===== src/rtl/cov_pkg.sv =====
// Shared types and constants for the covariance feed controller.
// Contents:
//   N_ASSETS    - assets per snapshot
//   q8_8_t      - signed Q8.8 price / statistic word
//   vec_t       - one value per asset, element [0] is asset 0
//   mat_t       - N_ASSETS x N_ASSETS matrix of q8_8_t
//   fsm_t       - controller states
//   sat_inc     - saturating sample-count increment
package cov_pkg;

  localparam int N_ASSETS = 4;

  typedef logic signed [15:0] q8_8_t;
  typedef q8_8_t [0:N_ASSETS-1] vec_t;
  typedef vec_t [0:N_ASSETS-1] mat_t;

  typedef enum logic [1:0] {
    COLLECT = 2'd0,
    LAUNCH  = 2'd1,
    WAIT    = 2'd2,
    COMMIT  = 2'd3
  } fsm_t;

  // The sample count only ever counts up, so it is treated as unsigned here
  // and clamps at the ceiling instead of wrapping.
  function automatic logic [15:0] sat_inc(input logic [15:0] t, input logic [15:0] t_max);
    logic [15:0] r;
    if (t >= t_max) r = t_max;
    else            r = t + 16'd1;
    return r;
  endfunction

endpackage


===== src/rtl/snapshot_collector.sv =====
// Gathers per-asset price ticks into complete snapshots.
// Ports:
//   clk, rst_n   - clock, asynchronous active-low reset
//   tick_valid   - tick strobe
//   tick_asset   - asset index of the tick
//   tick_price   - Q8.8 price of the tick
//   take         - consumer drops the pending snapshot this cycle
//   pending      - a complete snapshot is waiting to be consumed
//   pending_p    - the waiting snapshot
module snapshot_collector
  import cov_pkg::*;
(
  input  logic       clk,
  input  logic       rst_n,
  input  logic       tick_valid,
  input  logic [1:0] tick_asset,
  input  q8_8_t      tick_price,
  input  logic       take,
  output logic       pending,
  output vec_t       pending_p
);

  vec_t                stage;
  vec_t                stage_next;
  logic [N_ASSETS-1:0] mask;
  logic [N_ASSETS-1:0] mask_next;
  logic                complete;

  // Fold this cycle's tick into the staging view first, so a tick that fills
  // the last slot belongs to the snapshot it completes. Duplicate ticks simply
  // overwrite the staged value.
  always_comb begin
    stage_next = stage;
    mask_next  = mask;
    if (tick_valid) begin
      stage_next[tick_asset] = tick_price;
      mask_next[tick_asset]  = 1'b1;
    end
    complete = &mask_next;
  end

  // A new completion always overwrites the pending slot, even if the consumer
  // is taking the old one in the same cycle, so the latest snapshot wins.
  always_ff @(posedge clk or negedge rst_n) begin
    if (!rst_n) begin
      stage     <= '0;
      mask      <= '0;
      pending   <= 1'b0;
      pending_p <= '0;
    end else if (complete) begin
      stage     <= '0;
      mask      <= '0;
      pending   <= 1'b1;
      pending_p <= stage_next;
    end else begin
      stage <= stage_next;
      mask  <= mask_next;
      if (take) pending <= 1'b0;
    end
  end

endmodule


===== src/rtl/cov_feed_ctrl.sv =====
// Sequencer in front of update_cov: turns completed price snapshots into
// update transactions and commits the returned moment/mean/covariance.
// Ports:
//   clk_100mhz, reset_n          - clock, asynchronous active-low reset
//   tick_valid/asset/price       - incoming price ticks
//   old_p, new_p                 - previous / current snapshot to update_cov
//   old_moment, old_mean, T      - stored state presented with the launch
//   valid                        - one-cycle launch pulse
//   ready, overflow              - update_cov result strobe and overflow flag
//   new_moment, new_mean, new_cov- update_cov results
//   cov_out, cov_out_valid       - last committed covariance and commit pulse
//   err_overflow, err_timeout    - sticky error flags
module cov_feed_ctrl
  import cov_pkg::*;
#(
  parameter logic [15:0] T_MAX   = 16'd256,
  parameter logic [15:0] TIMEOUT = 16'd64
) (
  input  logic       clk_100mhz,
  input  logic       reset_n,
  input  logic       tick_valid,
  input  logic [1:0] tick_asset,
  input  q8_8_t      tick_price,
  output vec_t       old_p,
  output vec_t       new_p,
  output mat_t       old_moment,
  output vec_t       old_mean,
  output q8_8_t      T,
  output logic       valid,
  input  logic       ready,
  input  logic       overflow,
  input  mat_t       new_moment,
  input  vec_t       new_mean,
  input  mat_t       new_cov,
  output mat_t       cov_out,
  output logic       cov_out_valid,
  output logic       err_overflow,
  output logic       err_timeout
);

  fsm_t        state;
  logic        primed;
  logic [15:0] wait_cnt;
  logic        pending;
  vec_t        pending_p;
  logic        take;
  mat_t        cap_moment;
  vec_t        cap_mean;
  mat_t        cap_cov;
  logic        cap_ovf;

  // The pending snapshot is only consumed while idle; in the other states it
  // sits in the collector (and may be replaced) until the FSM returns.
  assign take = (state == COLLECT) && pending;

  snapshot_collector u_collector (
    .clk        (clk_100mhz),
    .rst_n      (reset_n),
    .tick_valid (tick_valid),
    .tick_asset (tick_asset),
    .tick_price (tick_price),
    .take       (take),
    .pending    (pending),
    .pending_p  (pending_p)
  );

  assign valid         = (state == LAUNCH);
  assign cov_out_valid = (state == COMMIT) && !cap_ovf;

  // The very first snapshot only primes old_p; every later one launches an
  // update. Results are captured in WAIT and applied one cycle later in
  // COMMIT, so the launch-side outputs never change while update_cov works.
  always_ff @(posedge clk_100mhz or negedge reset_n) begin
    if (!reset_n) begin
      state        <= COLLECT;
      primed       <= 1'b0;
      wait_cnt     <= '0;
      old_p        <= '0;
      new_p        <= '0;
      old_moment   <= '0;
      old_mean     <= '0;
      T            <= '0;
      cov_out      <= '0;
      err_overflow <= 1'b0;
      err_timeout  <= 1'b0;
      cap_moment   <= '0;
      cap_mean     <= '0;
      cap_cov      <= '0;
      cap_ovf      <= 1'b0;
    end else begin
      case (state)
        COLLECT: begin
          if (pending) begin
            if (!primed) begin
              old_p  <= pending_p;
              primed <= 1'b1;
              T      <= 16'sd1;
            end else begin
              new_p <= pending_p;
              state <= LAUNCH;
            end
          end
        end
        LAUNCH: begin
          wait_cnt <= '0;
          state    <= WAIT;
        end
        WAIT: begin
          if (ready) begin
            cap_moment <= new_moment;
            cap_mean   <= new_mean;
            cap_cov    <= new_cov;
            cap_ovf    <= overflow;
            state      <= COMMIT;
          end else if (wait_cnt == TIMEOUT - 16'd1) begin
            err_timeout <= 1'b1;
            old_p       <= new_p;
            state       <= COLLECT;
          end else begin
            wait_cnt <= wait_cnt + 16'd1;
          end
        end
        COMMIT: begin
          if (!cap_ovf) begin
            old_moment <= cap_moment;
            old_mean   <= cap_mean;
            cov_out    <= cap_cov;
            T          <= sat_inc(T, T_MAX);
          end else begin
            err_overflow <= 1'b1;
          end
          old_p <= new_p;
          state <= COLLECT;
        end
        default: state <= COLLECT;
      endcase
    end
  end

endmodule


===== config.mk =====
export PLATFORM = sky130hd
export DESIGN_NAME = cov_feed_ctrl
export DESIGN_NICKNAME = d
export VERILOG_FILES = /design/src/rtl/cov_pkg.sv /design/src/rtl/snapshot_collector.sv /design/src/rtl/cov_feed_ctrl.sv
export SDC_FILE = /design/constraint.sdc
export NUM_CORES = 2
export LEC_CHECK = 0
export BUFFER_PORTS_ARGS = -buffer_cell sky130_fd_sc_hd__buf_2
export CAP_MARGIN = 20
export CORE_AREA = 4 4 507 509
export DETAILED_ROUTE_END_ITERATION = 10
export DIE_AREA = 0 0 511 513
export GPL_TIMING_DRIVEN = 0
export PLACE_DENSITY_LB_ADDON = 0.25
export SLEW_MARGIN = 0
export SYNTH_ARGS = -nofsm -noshare
export SYNTH_HDL_FRONTEND = slang
export SYNTH_HIERARCHICAL = 1
export SYNTH_SLANG_ARGS = --single-unit

===== constraint.sdc =====
create_clock -name clk_100mhz -period 5.27 [get_ports clk_100mhz]
set_input_delay 1.054 -clock clk_100mhz [delete_from_list [all_inputs] [get_ports clk_100mhz]]
set_output_delay 1.054 -clock clk_100mhz [all_outputs]
set_load 0.01 [all_outputs]

After elaboration in Yosys (flattened, before gate mapping) --
Index checks and enable logic that the tools add are counted.
Operators by class: add/sub/neg operators 2, multiply operators 0, divide/modulo/power cells 0, magnitude comparators 5, equality and inequality tests 12, shift-type cells 0, multiplexer cells 29, bitwise logic cells 4, reduce and logical (&&, ||, !) cells 21
Operator list (count):
- $mux 64 | 6
- $pmux 64 s3 | 1
- $mux 16 | 7
- $bwmux 64 | 1
- $pmux 16 s2 | 2
- $add 16x1->16 const B | 2
- $demux 16 s2 | 1
- $eq 16x6->1 const B | 1
- $ge 16x9->1 const B | 1
- $ne 2x2->1 const B | 6
- $reduce_and 3->1 | 4
- $mux 2 | 4
- $mux 4 | 2
- $pmux 2 s4 | 1
- $reduce_and 2->1 | 4
- $reduce_and 4->1 | 2
- $reduce_bool 2->1 | 3
- $reduce_and 5->1 | 1
- $eq 2x2->1 const B | 2
- $logic_and 1x1->1 | 4
- $or 4x4->4 | 1
- $ge 3x3->1 const B | 1
- $lt 2x3->1 const B | 1
- $lt 3x1->1 const B | 1
- other kinds (11) | 14
Storage, ports and cells: bits in registers 1451, bits in latches 0, memory bits (writable) 0, ROM bits 0, input port bits 599, output and inout bits 724, logic and storage cells 170, memories 0

Logic depth before layout (Yosys ltp) --
depth in word-level cells 8, mapped depth 10

Modules after synthesis --
The synthesis kept the hierarchy.
Modules (own cells, without submodules):
- cov_feed_ctrl | instances 1, cells an instance 2970, area an instance 50314.5 um2, sequential area each 32981.6 um2
- snapshot_collector | instances 1, cells an instance 449, area an instance 5307.6 um2, sequential area each 3328.2 um2

Worst setup path after synthesis --
Ideal clock, no wire load.
kind input -> register, from input port ready, to register old_p[0] (netlist name), setup time 125 ps, data arrival time 2159 ps, slack 2986 ps, stages on the path 7, cells stage by stage and2_1 > clkbuf_1 > a21oi_1 > o21a_1 > buf_6 > buf_12 > mux2_4
Between the ends: word-level cells in the longest chain between the ends 2
Ends and longest elaborated chain:
- start, declared | line cov_feed_ctrl.sv:30 | input logic ready,
- $ne 2x2->1 (no line)
- $reduce_and 5->1 (no line)
- end signal, assigned | line cov_feed_ctrl.sv:95 | old_p <= pending_p;
- end signal, assigned | line cov_feed_ctrl.sv:117 | old_p <= new_p;
- end signal, assigned | line cov_feed_ctrl.sv:132 | old_p <= new_p;
- end, declared | line cov_feed_ctrl.sv:24 | output vec_t old_p,
No other way between the ends. A chain may end at the register's enable or synchronous reset.

Worst setup path in the final report --
from register state[1], to output port cov_out_valid
Between the ends: word-level cells in the longest chain between the ends 2
Ends and longest elaborated chain:
- start, declared | line cov_feed_ctrl.sv:41 | fsm_t state;
- start signal, assigned | line cov_feed_ctrl.sv:75 | state <= COLLECT;
- start signal, assigned | line cov_feed_ctrl.sv:100 | state <= LAUNCH;
- start signal, assigned | line cov_feed_ctrl.sv:106 | state <= WAIT;
- $eq 2x2->1 | line cov_feed_ctrl.sv:68 | assign cov_out_valid = (state == COMMIT) && !cap_ovf;
- $logic_and 1x1->1 | line cov_feed_ctrl.sv:68
- end, declared | line cov_feed_ctrl.sv:36 | output logic cov_out_valid,
No other way between the ends.

==> out/qor.txt <==
total setup buffers inserted after CTS = 0
startpoint type of the worst setup path = flop
global routing usage summed across all routing layers = 0.1548
number of antenna violations at the first check in global routing = 162
worst path required time = 4.22 ns
total of endpoints with negative setup slack in the final report = 0
highest cell delay on the worst timing path = 0.59 ns
Worst Hold Class = input pin to asynchronous set/reset pin
post-route DRC violation count = 0
Detailed Routing Iterations Pass 1 = 5
largest voltage drop on the vdd net = 0.0002898 V
clock latency at the later pin of the worst-skew pair = 0.82 ns
register area = 36310 µm²
number of nets with antenna violations after detailed routing = 0
core area = 253000 µm²
HPWL reported at the end of detailed placement = 162.9 mm
Congestion Overflow GR = 0
CTS H-tree depth = 4
pin slew with the least headroom to its limit = 1.085 ns
part of the Yosys area used for sequential elements = 0.6528
CTS tree = built
share of post-route cells with drive strength above 1 = 0.5965
WP data arrival = 2.90 ns
leakage component of the power = 33.48 nW
final core occ = 0.2859
cell repeated most along the worst path = buf_2
number of port buffers = 1321
outcome = complete, no violations
leading cell types by total area after synthesis = dfrtp_1, mux2_2, mux2_1
gate count after technology mapping = 3419
die width = 511 µm
highest net fanout along the worst path = 10
multi-input gate area in the final layout = 18050 µm²
global placement routability congestion = 0.8595
classification of the worst setup path = flop to output port
kind of end point of the critical path = output port
Die Outline Area = 262100 µm²
clock period minus final worst setup slack = 3.949 ns
final routed wire length divided by cell count = 24.59 µm
first-pass GRT wire length = 292.6 mm
standard-cell row count = 185
number of flops mapped to enable cells by yosys = 0
layout-stage area growth over the synthesis result = 30.06%
library cells used by synthesis = 52
Initial Util = 0.2199
CP bufs+invs = 3
Gates resized, CTS repair = 0
CTS Hold Buffers Added = 0
die extent in y = 513 µm
via count of the first global-routing pass = 37010
standard cell with the maximum stage delay on the critical path = buf_2
total routed wirelength = 207.9 mm
proportion of netlist area held by the largest area contributor = 0.6528
Peak Freq = 253.2 MHz
pin count of the biggest net entering global routing = 164
flip-flop and latch count after synthesis = 1451
reg-to-reg startpoint = state[0]
clock-pin slew reported for the worst setup and hold paths after clock tree synthesis = 0.06 ns
nets = 5527
routed via count = 35280
number of max-capacitance violations reported = 0
final worst clock skew = 0.03525 ns
warnings from Yosys = 6
TNS Setup = 0 ns
clock tree buffer depth = 3
Final Hold Vio Count = 0
Num CTS Buffers = 167
number of DRC markers in iteration 0 = 1647
total number of clock tree sinks = 1451
Most used DFF post-synth = dfrtp_1
worst setup path startpoint = state[1]
critical path, cell by cell = ha_1 -> nor2b_1 -> buf_2 -> buf_2 -> buf_2
Avg Cell Area, Syn = 16.27 µm²
number of primary I/O pins = 1323
cell taking the most area after synthesis = dfrtp_1
mean number of vias per cell = 4.172
Power Dens Cells = 676.3 nW/µm²
layout filler cell count = 26020
master cell of the clock root buffer = clkbuf_16
kind of cell with the highest combined delay on the critical path = buffers and inverters
cell area after technology mapping = 55620 µm²
nets in the synthesized netlist = 4026
unrepaired setup endpoints after global routing = false
Tcrit/Tclk final = 0.7494
final number of max-transition violations = 0
Max-Slew Margin vs Limit = 0.2765
async set or reset register ratio after synthesis = 1.000
==> where the power goes <==
group | internal [W] | switching (W) | total (W)
logic | 0.00853 | 0.00862 | 0.0171
clock network | 0.00674 | 0.00495 | 0.0117
registers | 0.0167 | 0.00336 | 0.0201
==> per-layer routing <==
metal,wire [µm],share of wire,vias to the layer above,GRT usage
li1,-,-,15230,-
met4,5810,0.028,106,0.04017
met1,84360,0.41,18200,0.1884
met2,99050,0.48,1276,0.2567
met3,18010,0.087,460,0.05891
met5,682,0.0033,-,0
==> registers in the layout, indices dropped and copies added (netlist names), 256 cells and up <==
register	cells
cov_out	256
cap_cov	256
old_moment	256
cap_moment	256
==> cells in the final DEF, fill, tap and decap left out, types with 3 or more instances in the layout <==
cell type      n
mux2i_1       75
clkinv_2      15
inv_1         12
nor4_1         4
clkbuf_8      36
buf_16        10
inv_16         6
o311ai_1       3
o21ai_0        4
and4_1         3
nand4_1        8
nand3_1        7
mux2_1       114
or4_1          5
nor2_1        73
buf_4         44
mux2_4        60
diode_2       42
clkbuf_16    168
nand2_1       24
or2_2          3
buf_6         12
clkinvlp_4     4
nand2b_1       4
nand3b_1       3
and2_1        16
buf_2       1433
clkbuf_1      68
bufinv_16      6
a21oi_1      118
buf_12         7
dfrtp_1     1451
ha_1           8
clkinv_16      4
o31ai_1        6
mux2_2      1171
inv_6          4
a21oi_2       20
==> stage by stage <==
| stage | total power, W | hold WS, ns | worst slack (ns) | cells | area (µm²) |
|---|---|---|---|---|---|
| floorplan | 0.02942 | 0.4522 | 2.986 | 3419 | 55620 |
| global placement | 0.03745 | 0.4475 | -30.47 | 8106 | 66450 |
| detailed placement | 0.03778 | 0.4551 | 1.006 | 8117 | 66750 |
| CTS | 0.04984 | 0.1701 | 1.070 | 8414 | 72240 |
| global route | 0.05181 | 0.1881 | 1.099 | 8429 | 72270 |
| finish | 0.04892 | 0.1882 | 1.321 | 8456 | 72340 |
==> Yosys cell counts (16+ instances only) <==
| cell | instances |
|---|---|
| nor2_1 | 73 |
| mux2i_1 | 75 |
| mux2_4 | 60 |
| clkbuf_1 | 18 |
| mux2_2 | 1171 |
| and2_1 | 16 |
| nand2_1 | 24 |
| a21oi_1 | 118 |
| dfrtp_1 | 1451 |
| buf_4 | 44 |
| mux2_1 | 114 |
| buf_2 | 113 |
| a21oi_2 | 20 |
==> cell families after synthesis <==
kind of cell               synth area share
DFF                                  0.6528
muxes                                0.2898
buffers and inverters               0.02272
AOI/OAI and AO/OA                   0.01829
and+or+nand+nor                     0.01424
adders and majority gates          0.001800
xor gates and xnor gates          0.0003150
==> cell type report <==
class / count / area share
inverter: 12 / 0.0006226
clock inverter: 42 / 0.008215
buffer: 193 / 0.01686
timing repair buffer: 1332 / 0.09561
antenna: 42 / 0.001453
tap: 3366 / 0.05822
clock buffer: 255 / 0.06761
multi-input combinational: 1763 / 0.2495
sequential: 1451 / 0.5019
==> worst paths after layout <==
kind / end / slack, ns / cells after the start
max reg2reg: cap_cov[154] / 1.74 / 9
min: cov_out[98] / 0.19 / 1
min reg2reg: err_timeout / 0.47 / 1
min in group clk_100mhz: cap_mean[28] / 0.45 / 2
max: cov_out_valid / 1.32 / 5
max in group asynchronous: old_mean[62] / 1.99 / 5
No activity file was read; power rests on OpenSTA's default activity.
